===== src/rtl/vga_pkg.sv =====
// Shared types and character constants for the VGA text path.
package vga_pkg;

    typedef enum logic {
        CLEAR = 1'b0,
        IDLE  = 1'b1
    } char_buf_state_t;

    localparam logic [6:0] CHAR_FILL = 7'h20;
    localparam logic [6:0] CHAR_NL   = 7'h0A;

endpackage


===== src/rtl/char_buffer_if.sv =====
// Read and write bus of the character buffer; text source is master, buffer is slave.
// Optional wr_append is present only when CHAR_BUFFER_CURSOR_EN is defined.
interface char_buffer_if #(
    parameter int COLS   = 16,
    parameter int ROWS   = 16,
    parameter int CODE_W = 7
);
    localparam int COL_W = $clog2(COLS);
    localparam int ROW_W = $clog2(ROWS);

    logic [COL_W-1:0]  rd_col;
    logic [ROW_W-1:0]  rd_row;
    logic [CODE_W-1:0] char_code;
    logic              wr_valid;
    logic              wr_ready;
    logic [COL_W-1:0]  wr_col;
    logic [ROW_W-1:0]  wr_row;
    logic [CODE_W-1:0] wr_code;
`ifdef CHAR_BUFFER_CURSOR_EN
    logic              wr_append;
`endif

    modport master (
        output rd_col, rd_row, wr_valid, wr_col, wr_row, wr_code,
`ifdef CHAR_BUFFER_CURSOR_EN
        output wr_append,
`endif
        input  char_code, wr_ready
    );

    modport slave (
        input  rd_col, rd_row, wr_valid, wr_col, wr_row, wr_code,
`ifdef CHAR_BUFFER_CURSOR_EN
        input  wr_append,
`endif
        output char_code, wr_ready
    );

endinterface


===== src/rtl/char_buffer_ram.sv =====
// Simple dual-port character store: one write port, one registered read port.
// A same-address read and write returns the old contents.
module char_buffer_ram #(
    parameter int DEPTH  = 256,
    parameter int AW     = 8,
    parameter int CODE_W = 7
) (
    input  logic              clk,
    input  logic              we,
    input  logic [AW-1:0]     waddr,
    input  logic [CODE_W-1:0] wdata,
    input  logic [AW-1:0]     raddr,
    output logic [CODE_W-1:0] rdata
);

    logic [CODE_W-1:0] mem [DEPTH];

    always_ff @(posedge clk) begin
        if (we)
            mem[waddr] <= wdata;
        rdata <= mem[raddr];
    end

endmodule


===== src/rtl/char_buffer.sv =====
// COLS x ROWS character buffer with clear sweep, range checks and read masking.
// Define CHAR_BUFFER_CURSOR_EN to add the append cursor (wr_append, cur_col, cur_row).
module char_buffer
    import vga_pkg::*;
#(
    parameter int                COLS      = 16,
    parameter int                ROWS      = 16,
    parameter int                CODE_W    = 7,
    parameter logic [CODE_W-1:0] FILL_CODE = CODE_W'(CHAR_FILL),
    localparam int               COL_W     = $clog2(COLS),
    localparam int               ROW_W     = $clog2(ROWS)
) (
    input  logic             clk,
    input  logic             rst_n,
    char_buffer_if.slave     bus,
    input  logic             clr_req,
    output logic             busy
`ifdef CHAR_BUFFER_CURSOR_EN
    ,
    output logic [COL_W-1:0] cur_col,
    output logic [ROW_W-1:0] cur_row
`endif
);

    localparam int CELLS = COLS * ROWS;
    localparam int AW    = $clog2(CELLS);

    function automatic logic [AW-1:0] cell_addr(input logic [COL_W-1:0] c,
                                                input logic [ROW_W-1:0] r);
        return AW'(32'(r) * COLS + 32'(c));
    endfunction

    char_buf_state_t   state, state_nxt;
    logic [AW-1:0]     sweep_cnt;
    logic              sweep_last;
    logic              wr_fire;
    logic [COL_W-1:0]  tgt_col;
    logic [ROW_W-1:0]  tgt_row;
    logic              tgt_skip;
    logic              tgt_in_range;
    logic              rd_in_range;
    logic              ram_we;
    logic [AW-1:0]     ram_waddr;
    logic [AW-1:0]     ram_raddr;
    logic [CODE_W-1:0] ram_wdata;
    logic [CODE_W-1:0] ram_rdata;
    logic              vld_p1;
    logic              fill_p1;

    assign wr_fire    = bus.wr_valid && bus.wr_ready;
    assign sweep_last = (32'(sweep_cnt) == CELLS - 1);

    // Write target: addressed by default, cursor-driven on append
    always_comb begin
        tgt_col  = bus.wr_col;
        tgt_row  = bus.wr_row;
        tgt_skip = 1'b0;
`ifdef CHAR_BUFFER_CURSOR_EN
        if (bus.wr_append) begin
            tgt_col  = cur_col;
            tgt_row  = cur_row;
            tgt_skip = (bus.wr_code == CODE_W'(CHAR_NL));
        end
`endif
    end

    assign tgt_in_range = (32'(tgt_col) < COLS) && (32'(tgt_row) < ROWS);
    assign rd_in_range  = (32'(bus.rd_col) < COLS) && (32'(bus.rd_row) < ROWS);
    assign ram_raddr    = rd_in_range ? cell_addr(bus.rd_col, bus.rd_row) : '0;

    always_ff @(posedge clk or negedge rst_n) begin
        if (!rst_n) begin
            state        <= CLEAR;
            busy         <= 1'b1;
            bus.wr_ready <= 1'b0;
        end else begin
            state        <= state_nxt;
            busy         <= (state_nxt == CLEAR);
            bus.wr_ready <= (state_nxt == IDLE);
        end
    end

    always_comb begin
        state_nxt = state;
        case (state)
            CLEAR:   if (!clr_req && sweep_last) state_nxt = IDLE;
            IDLE:    if (clr_req) state_nxt = CLEAR;
            default: state_nxt = CLEAR;
        endcase
    end

    always_comb begin
        ram_we    = 1'b0;
        ram_waddr = cell_addr(tgt_col, tgt_row);
        ram_wdata = bus.wr_code;
        case (state)
            CLEAR: begin
                ram_we    = 1'b1;
                ram_waddr = sweep_cnt;
                ram_wdata = FILL_CODE;
            end
            IDLE:    ram_we = wr_fire && tgt_in_range && !tgt_skip;
            default: ram_we = 1'b0;
        endcase
    end

    always_ff @(posedge clk or negedge rst_n) begin
        if (!rst_n)
            sweep_cnt <= '0;
        else if (clr_req || sweep_last)
            sweep_cnt <= '0;
        else if (state == CLEAR)
            sweep_cnt <= sweep_cnt + 1'b1;
    end

`ifdef CHAR_BUFFER_CURSOR_EN
    always_ff @(posedge clk or negedge rst_n) begin
        if (!rst_n) begin
            cur_col <= '0;
            cur_row <= '0;
        end else if (clr_req) begin
            cur_col <= '0;
            cur_row <= '0;
        end else if (wr_fire && bus.wr_append) begin
            if (tgt_skip || (32'(cur_col) == COLS - 1)) begin
                cur_col <= '0;
                cur_row <= (32'(cur_row) == ROWS - 1) ? '0 : cur_row + 1'b1;
            end else begin
                cur_col <= cur_col + 1'b1;
            end
        end
    end
`endif

    char_buffer_ram #(
        .DEPTH  (CELLS),
        .AW     (AW),
        .CODE_W (CODE_W)
    ) u_ram (
        .clk   (clk),
        .we    (ram_we),
        .waddr (ram_waddr),
        .wdata (ram_wdata),
        .raddr (ram_raddr),
        .rdata (ram_rdata)
    );

    // p1: RAM output register; mask flags travel alongside it
    always_ff @(posedge clk or negedge rst_n) begin
        if (!rst_n) begin
            vld_p1  <= 1'b0;
            fill_p1 <= 1'b1;
        end else begin
            vld_p1  <= 1'b1;
            fill_p1 <= !rd_in_range || (state == CLEAR);
        end
    end

    assign bus.char_code = !vld_p1 ? '0 : (fill_p1 ? FILL_CODE : ram_rdata);

endmodule


===== src/flat_wrapper.sv =====
// flat-port wrapper written by rule: the top's interface ports become plain ports
module char_buffer_flat import vga_pkg::*;
#(
    parameter int                COLS      = 16,
    parameter int                ROWS      = 16,
    parameter int                CODE_W    = 7,
    parameter logic [CODE_W-1:0] FILL_CODE = CODE_W'(CHAR_FILL),
    localparam int               COL_W     = $clog2(COLS),
    localparam int               ROW_W     = $clog2(ROWS)
)
  (clk, rst_n, clr_req, busy, bus_rd_col, bus_rd_row, bus_wr_valid, bus_wr_col, bus_wr_row, bus_wr_code, bus_char_code, bus_wr_ready);
  char_buffer_if #(.COLS(COLS), .ROWS(ROWS), .CODE_W(CODE_W)) bus_i ();
  input  logic clk;
  input  logic rst_n;
  input  logic clr_req;
  output logic busy;
  input wire logic [$bits(bus_i.rd_col)-1:0] bus_rd_col;
  input wire logic [$bits(bus_i.rd_row)-1:0] bus_rd_row;
  input wire logic [$bits(bus_i.wr_valid)-1:0] bus_wr_valid;
  input wire logic [$bits(bus_i.wr_col)-1:0] bus_wr_col;
  input wire logic [$bits(bus_i.wr_row)-1:0] bus_wr_row;
  input wire logic [$bits(bus_i.wr_code)-1:0] bus_wr_code;
  output wire logic [$bits(bus_i.char_code)-1:0] bus_char_code;
  output wire logic [$bits(bus_i.wr_ready)-1:0] bus_wr_ready;
  assign bus_i.rd_col = bus_rd_col;
  assign bus_i.rd_row = bus_rd_row;
  assign bus_i.wr_valid = bus_wr_valid;
  assign bus_i.wr_col = bus_wr_col;
  assign bus_i.wr_row = bus_wr_row;
  assign bus_i.wr_code = bus_wr_code;
  assign bus_char_code = bus_i.char_code;
  assign bus_wr_ready = bus_i.wr_ready;
  char_buffer #(.COLS(COLS), .ROWS(ROWS), .CODE_W(CODE_W), .FILL_CODE(FILL_CODE)) u_core (.clk(clk), .rst_n(rst_n), .bus(bus_i), .clr_req(clr_req), .busy(busy));
endmodule

===== config.mk =====
export PLATFORM = sky130hd
export DESIGN_NAME = char_buffer_flat
export DESIGN_NICKNAME = d
export VERILOG_FILES = /design/src/rtl/vga_pkg.sv /design/src/rtl/char_buffer_if.sv /design/src/rtl/char_buffer_ram.sv /design/src/rtl/char_buffer.sv /design/src/flat_wrapper.sv
export SDC_FILE = /design/constraint.sdc
export NUM_CORES = 2
export LEC_CHECK = 0
export BUFFER_PORTS_ARGS = -buffer_cell sky130_fd_sc_hd__buf_2
export CAP_MARGIN = 0
export CORE_MARGIN = 5
export CORE_UTILIZATION = 57
export CTS_BUF_LIST = sky130_fd_sc_hd__clkbuf_8
export DETAILED_ROUTE_END_ITERATION = 16
export GPL_ROUTABILITY_DRIVEN = 0
export PLACE_DENSITY = 0.73
export SLEW_MARGIN = 20
export SYNTH_ARGS = -nofsm -noshare
export SYNTH_HDL_FRONTEND = slang
export SYNTH_SLANG_ARGS = --single-unit

===== constraint.sdc =====
create_clock -name clk -period 9.8 [get_ports clk]
set_input_delay 0.98 -clock clk [delete_from_list [all_inputs] [get_ports clk]]
set_output_delay 0.98 -clock clk [all_outputs]
set_load 0.005 [all_outputs]

# Yosys cells after proc, flatten, opt, wreduce, memory -nomap -nowiden
# Memory sizes are Yosys's and may differ from the RTL's. A register that Yosys moved wholly into a read port is not among the register bits.
# Index checks and enable logic that the tools add are counted.
# word_totals
reg_bits	12
mem_bits_rw	1792
in_bits	27
out_inout_bits	9
elab_cells	29
memories	1
# mem_list
name	words	word_bits	read_ports	rd_ports_with_merged_regs	write_ports	line_no	source
u_core.u_ram.mem	256	7	1	1	1	char_buffer_ram.sv:16	logic [CODE_W-1:0] mem [DEPTH];
# classes
add_sub_neg	3
eq_ne	2
muxes	12
bitwise	2
n_reduce_logical	4
# op_table
cell	n
8-bit two-way mux	3
7-bit two-way mux	3
8-bit by 4-bit adder with 8-bit output	2
8-bit by 1-bit adder with 8-bit output, second input constant	1
8-bit equality test, second input constant	1
1-bit two-way mux	4
1-bit one-hot mux with 2 select lines	2
1-bit logical AND	2
2-bit inequality test, second input constant	1
1-bit NOT	2
1-bit zero test	1
1-bit logical OR	1

# Longest topological paths before layout
# logic_depth
ltp_word	5
depth_mapped	12

# Cells and area by module
# A second synthesis with hierarchy kept.
# hier_totals
cells_unflattened	3461
area_unflattened_um2	70960.6
# by_module_without_submodules
module	instances	cells_each	area_per_inst_um2	seq_area_each_um2
char_buffer_ram	1	3381	70197.3	53951.7
char_buffer	1	80	763.2	302.8

# Worst setup path before layout
# OpenSTA, ideal clock, no wires.
# synth_timing
path_type	register to register
from	reg u_core.bus.wr_ready (netlist name)
to	mem u_core.u_ram.mem[0][0], data pin
arrival_ns	4.477
required_ns	8.933
setup_slack_ns	4.457
path_stages_with_launch	5
path_buffers	3
period_less_slack_ns	5.343
cell_sequence	dfrtp_1 -> clkbuf_1 -> buf_1 -> buf_1 -> and2_1
# synth_rtl
item	line_no
end, declared	char_buffer_ram.sv:16

# Worst setup path in the final report
# layout_timing
from	reg u_core.bus.wr_ready
to	mem u_core.u_ram.mem[200][1] (enable)
# layout_via
elab_chain_len	4
word_cells_on_any_way	6
# layout_rtl
item	line_no	source
start, declared	char_buffer_if.sv:36	output char_code, wr_ready
start signal, assigned	char_buffer.sv:79	bus.wr_ready <= (state_nxt == IDLE);
1-bit logical AND / 1-bit NOT (equally long branches)	n/a	
1-bit one-hot mux with 2 select lines	char_buffer.sv:96	case (state)
1-bit two-way mux	char_buffer_ram.sv:19	if (we)
1-bit two-way mux (implied by the code)	char_buffer_ram.sv:20	mem[waddr] <= wdata;
# Several ways; a longest one is shown, not always the timed one.

==> results by stage <==
Setup path:
- The worst register-to-register path begins at u_core.bus.wr_ready.
- The element type at the critical path start is a register.
- At the worst endpoint, the arrival time is 5160 ps.
- The category of the most critical setup path is reg2reg.
- Along the worst path, the maximum fanout reaches 20.
- The reg-to-reg setup timing slack is 5190 ps.
- For the worst flop-to-flop path, the logic depth is 5.
- The category of the worst setup path capture point is a register.
- The data required time of the worst path is between 10000 and 15000 ps.
- The worst register-to-register path ends at u_core.u_ram.mem[200][1].

Min path:
- The number of stages on the worst hold path is 2.
- The worst hold path startpoint is clr_req.
- The hold path endpoint is u_core.busy.
- The path class of the tightest hold or removal check is in2reg.

Flow run:
- The max capacitance violation total is 0.

Floorplan:
- The full die area is 0.131 mm^2.
- In this run the count of I/O pins placed on the die edge is 36.
- From bottom edge to top edge, the die measures 362 um.
- The die outline width is 362 um.
- For this configuration, the core starts out at a cell density of approximately 57%.
- The floorplan has 129 rows.
- The region available for standard cell placement spans 0.123 mm^2.

Clock network:
- The clock insertion delay at the later pin of the skew report is 960 ps.
- TritonCTS built the clock tree.
- The maximum clock insertion buffer count is 4.
- The post-CTS setup repair buffer count is 0.
- Once the clock tree was built, the resizer swapped 0 gates to a different size.
- TritonCTS created 293 clock buffers.
- The maximum level of the CTS H-tree is 5.
- The clock sink count is 1811.
- In this run the clock root is driven by a sky130_fd_sc_hd__clkbuf_8.
- Clock-pin slew was measured on the worst setup and hold paths at 60 ps.
- The number of hold buffers added after CTS is 1.

STA:
- The final max-slew violation count was 0.
- Setup repair after global routing left no endpoint under its margin.
- The number of hold violations in the final report is 0.
- The highest attainable clock frequency is 217 MHz.
- The setup TNS is 0 ps.
- The final worst-path setup slack is 5190 ps.
- The shortest clock period the worst path allows after layout is 4610 ps.
- For the pin with the worst max-slew slack, the measured transition is about 1300 ps.
- The period utilization is 47.0%.
- The worst-case hold slack is 312 ps.
- The clock arrives with 47.8 ps of skew.
- The relative slew slack is about 14%.
- Setup violations remaining at the end of the flow were counted as 0.

Place:
- The quantity of I/O buffers inserted on ports is 35.
- The post-placement setup slack is around 4400 ps.
- The half-perimeter wire length after detailed placement is 99500 um.
- Summing all placed instances gives a cell area of 0.0724 mm^2.

Synthesis:
- The most repeated cell in the gate-level netlist after synthesis is sky130_fd_sc_hd__edfxtp_1.
- For this run, the number of Yosys warnings is 0.
- Yosys mapped the design onto 53 distinct sky130hd cell types.
- Sorting the synthesized cells by area gives the leading types as sky130_fd_sc_hd__edfxtp_1 76%, sky130_fd_sc_hd__mux4_2 14%, sky130_fd_sc_hd__mux2i_1 2.2%, sky130_fd_sc_hd__nor2_1 1.5%, sky130_fd_sc_hd__o221ai_1 0.50%.
- The top-area cell type share of the netlist area is about three quarters.
- The share of synthesized registers carrying an async set or reset is less than 1%.
- The sequential fraction of the synthesis area is 76.8%.
- The library cell occupying the most area in the post-synthesis netlist is sky130_fd_sc_hd__edfxtp_1.
- The combined area of all synthesized cells is roughly 0.071 mm^2.
- Among all flip-flop cells after synthesis, the most frequent one is sky130_fd_sc_hd__edfxtp_1.
- Counting flops and latches in the post-synthesis netlist gives around 1800.
- After synthesis, the most frequently instantiated cells are 1792 x sky130_fd_sc_hd__edfxtp_1, 447 x sky130_fd_sc_hd__mux4_2, 273 x sky130_fd_sc_hd__nor2_1.
- The net count after synthesis is 3343.
- The mean instance size in the synthesized netlist is 21.3 um^2.
- The synthesized design contains 1792 enable-type register cells.
- The number of standard cells after synthesis is 3315.

Global route:
- The global routing usage summed across all routing layers is 25.7%.
- Entering global routing, the biggest net connects around 200 pins.
- The sum of overflow across all layers after global routing is 0.
- The via count of the first global-routing pass is around 36000.
- The number of antenna violations at the first check in global routing is 8.
- The wire length of the first global-routing pass is approximately 240000 um.

Layout:
- The fraction of layout instances using a drive strength above 1 is 25.0%.
- The final-stage net count is roughly 3500.
- The area growth from synthesis to layout is 10.2%.
- The cell area after layout is 0.0778 mm^2.
- For this run, the share of the core covered by cells in the final layout is 63.0%.
- The filler cell count is 8100.

Routing:
- The post-detailed-route count of antenna-violating nets is 0.
- The detailed router placed 35319 vias in this run.
- The DRC violation total after the first TritonRoute iteration is 5058.
- The first detailed-routing pass took 6 iterations.
- The routed via count divided by cell count is 6.61.
- The final layout contains routed wiring with a total length of 168000 um.
- The total DRC errors in the routed layout is 0.
- In the final routed layout, each cell accounts on average for 31.4 um.

Pwr:
- In this run the power density over the cells is 195 mW/mm^2.
- The leakage component of the power is 0.0248 uW.
- The worst ir drop on vdd is 0.116 mV.

Status:
- The flow ran to the end, and the final reports show no timing, DRC or antenna violations.
## power by group
group          switching [uW]  leakage [uW]  internal, uW
registers                9.77        0.0166          8400
logic                     359       0.00512           251
clock network            2820       0.00307          3310
## flip-flops by register name, indices dropped and copies added (netlist names)
signal	cells
u_core.bus.wr_ready	1
u_core.busy	1
u_core.fill_p1	1
u_core.sweep_cnt	8
u_core.u_ram.mem	1792
u_core.u_ram.rdata	7
u_core.vld_p1	1
## stage by stage
step                      std cells  power (uW)
after CTS                      5334       15200
final                          5340       15100
after global placement         4844        9160
after global routing           5336       15600
after detailed placement       4844        9170
after floorplan                3315        8980
## cell families after synthesis
kind of cell | count (synthesis) | synth area share (%)
AOI/OAI and AO/OA | 235 | 2.40
xor gates and xnor gates | 7 | 0.0868
adders and majority gates | 1 | 0.0177
buffers and inverters | 203 | 1.53
DFF | 1811 | 76.8
muxes | 601 | 16.4
other | 1 | 0.00531
and+or+nand+nor | 456 | 2.69
## cell usage in the layout, fill, tap and decap left out, types with 6 or more instances in the layout
cell	netlist	routed
sky130_fd_sc_hd__a211o_1	10	10
sky130_fd_sc_hd__a211oi_1	21	21
sky130_fd_sc_hd__a21oi_1	28	28
sky130_fd_sc_hd__a221oi_1	6	6
sky130_fd_sc_hd__a22oi_1	22	22
sky130_fd_sc_hd__and2_1	18	12
sky130_fd_sc_hd__and2_4	0	6
sky130_fd_sc_hd__buf_12	0	7
sky130_fd_sc_hd__buf_2	28	32
sky130_fd_sc_hd__buf_4	27	42
sky130_fd_sc_hd__bufinv_16	0	17
sky130_fd_sc_hd__clkbuf_8	0	305
sky130_fd_sc_hd__clkinv_1	1	51
sky130_fd_sc_hd__clkinv_2	0	30
sky130_fd_sc_hd__dfrtp_1	10	10
sky130_fd_sc_hd__dfxtp_1	7	7
sky130_fd_sc_hd__edfxtp_1	1792	1792
sky130_fd_sc_hd__inv_1	8	90
sky130_fd_sc_hd__mux2i_1	153	153
sky130_fd_sc_hd__mux4_2	447	447
sky130_fd_sc_hd__nand2_1	89	88
sky130_fd_sc_hd__nand2b_1	14	12
sky130_fd_sc_hd__nand3_1	26	16
sky130_fd_sc_hd__nand3_2	0	10
sky130_fd_sc_hd__nor2_1	273	272
sky130_fd_sc_hd__nor2b_1	9	8
sky130_fd_sc_hd__nor3_1	12	12
sky130_fd_sc_hd__o21ai_0	18	18
sky130_fd_sc_hd__o221ai_1	40	40
sky130_fd_sc_hd__o22ai_1	50	50
sky130_fd_sc_hd__o32ai_1	18	16
## per-layer routing
layer | part of all wire (%) | GRT usage (%)
met4 | 3.3 | 8.78
met5 | 0.030 | 0
met2 | 47 | 39.4
met3 | 12 | 7.75
met1 | 38 | 36.0
## worst max path at each step
stage                        startpoint                        to  slack (ps)  depth (start not counted)
floorplan           u_core.bus.wr_ready    u_core.u_ram.mem[0][0]        4460                          4
global placement          bus_rd_col[0]     u_core.u_ram.rdata[0]        4410                          8
detailed placement        bus_rd_col[0]     u_core.u_ram.rdata[0]        4370                          8
CTS                 u_core.bus.wr_ready    u_core.u_ram.mem[3][0]        5360                          5
global route              bus_rd_col[0]     u_core.u_ram.rdata[0]        5090                          8
finish              u_core.bus.wr_ready  u_core.u_ram.mem[200][1]        5190                          5
## layout make-up
| type | instances | area [um^2] | share of cell area (%) |
|---|---|---|---|
| sequential | 1811 | 54300 | 69.7 |
| multi-input combinational | 1301 | 15400 | 19.8 |
| clock buffer | 305 | 4200 | 5.39 |
| tap | 1637 | 2050 | 2.63 |
| clock inverter | 184 | 1190 | 1.54 |
| timing repair buffer | 86 | 678 | 0.871 |
| inverter | 11 | 43.8 | 0.0563 |
| antenna | 5 | 12.5 | 0.0161 |
## critical path, cell delays in order (launching register included)
cell and delay [ps]:
sky130_fd_sc_hd__dfrtp_1 730, sky130_fd_sc_hd__buf_4 440, sky130_fd_sc_hd__inv_2 190, sky130_fd_sc_hd__o31ai_2 1100
sky130_fd_sc_hd__nand3_1 880, sky130_fd_sc_hd__nor2_1 850
Note: power is estimated with default switching activity, not from simulation.
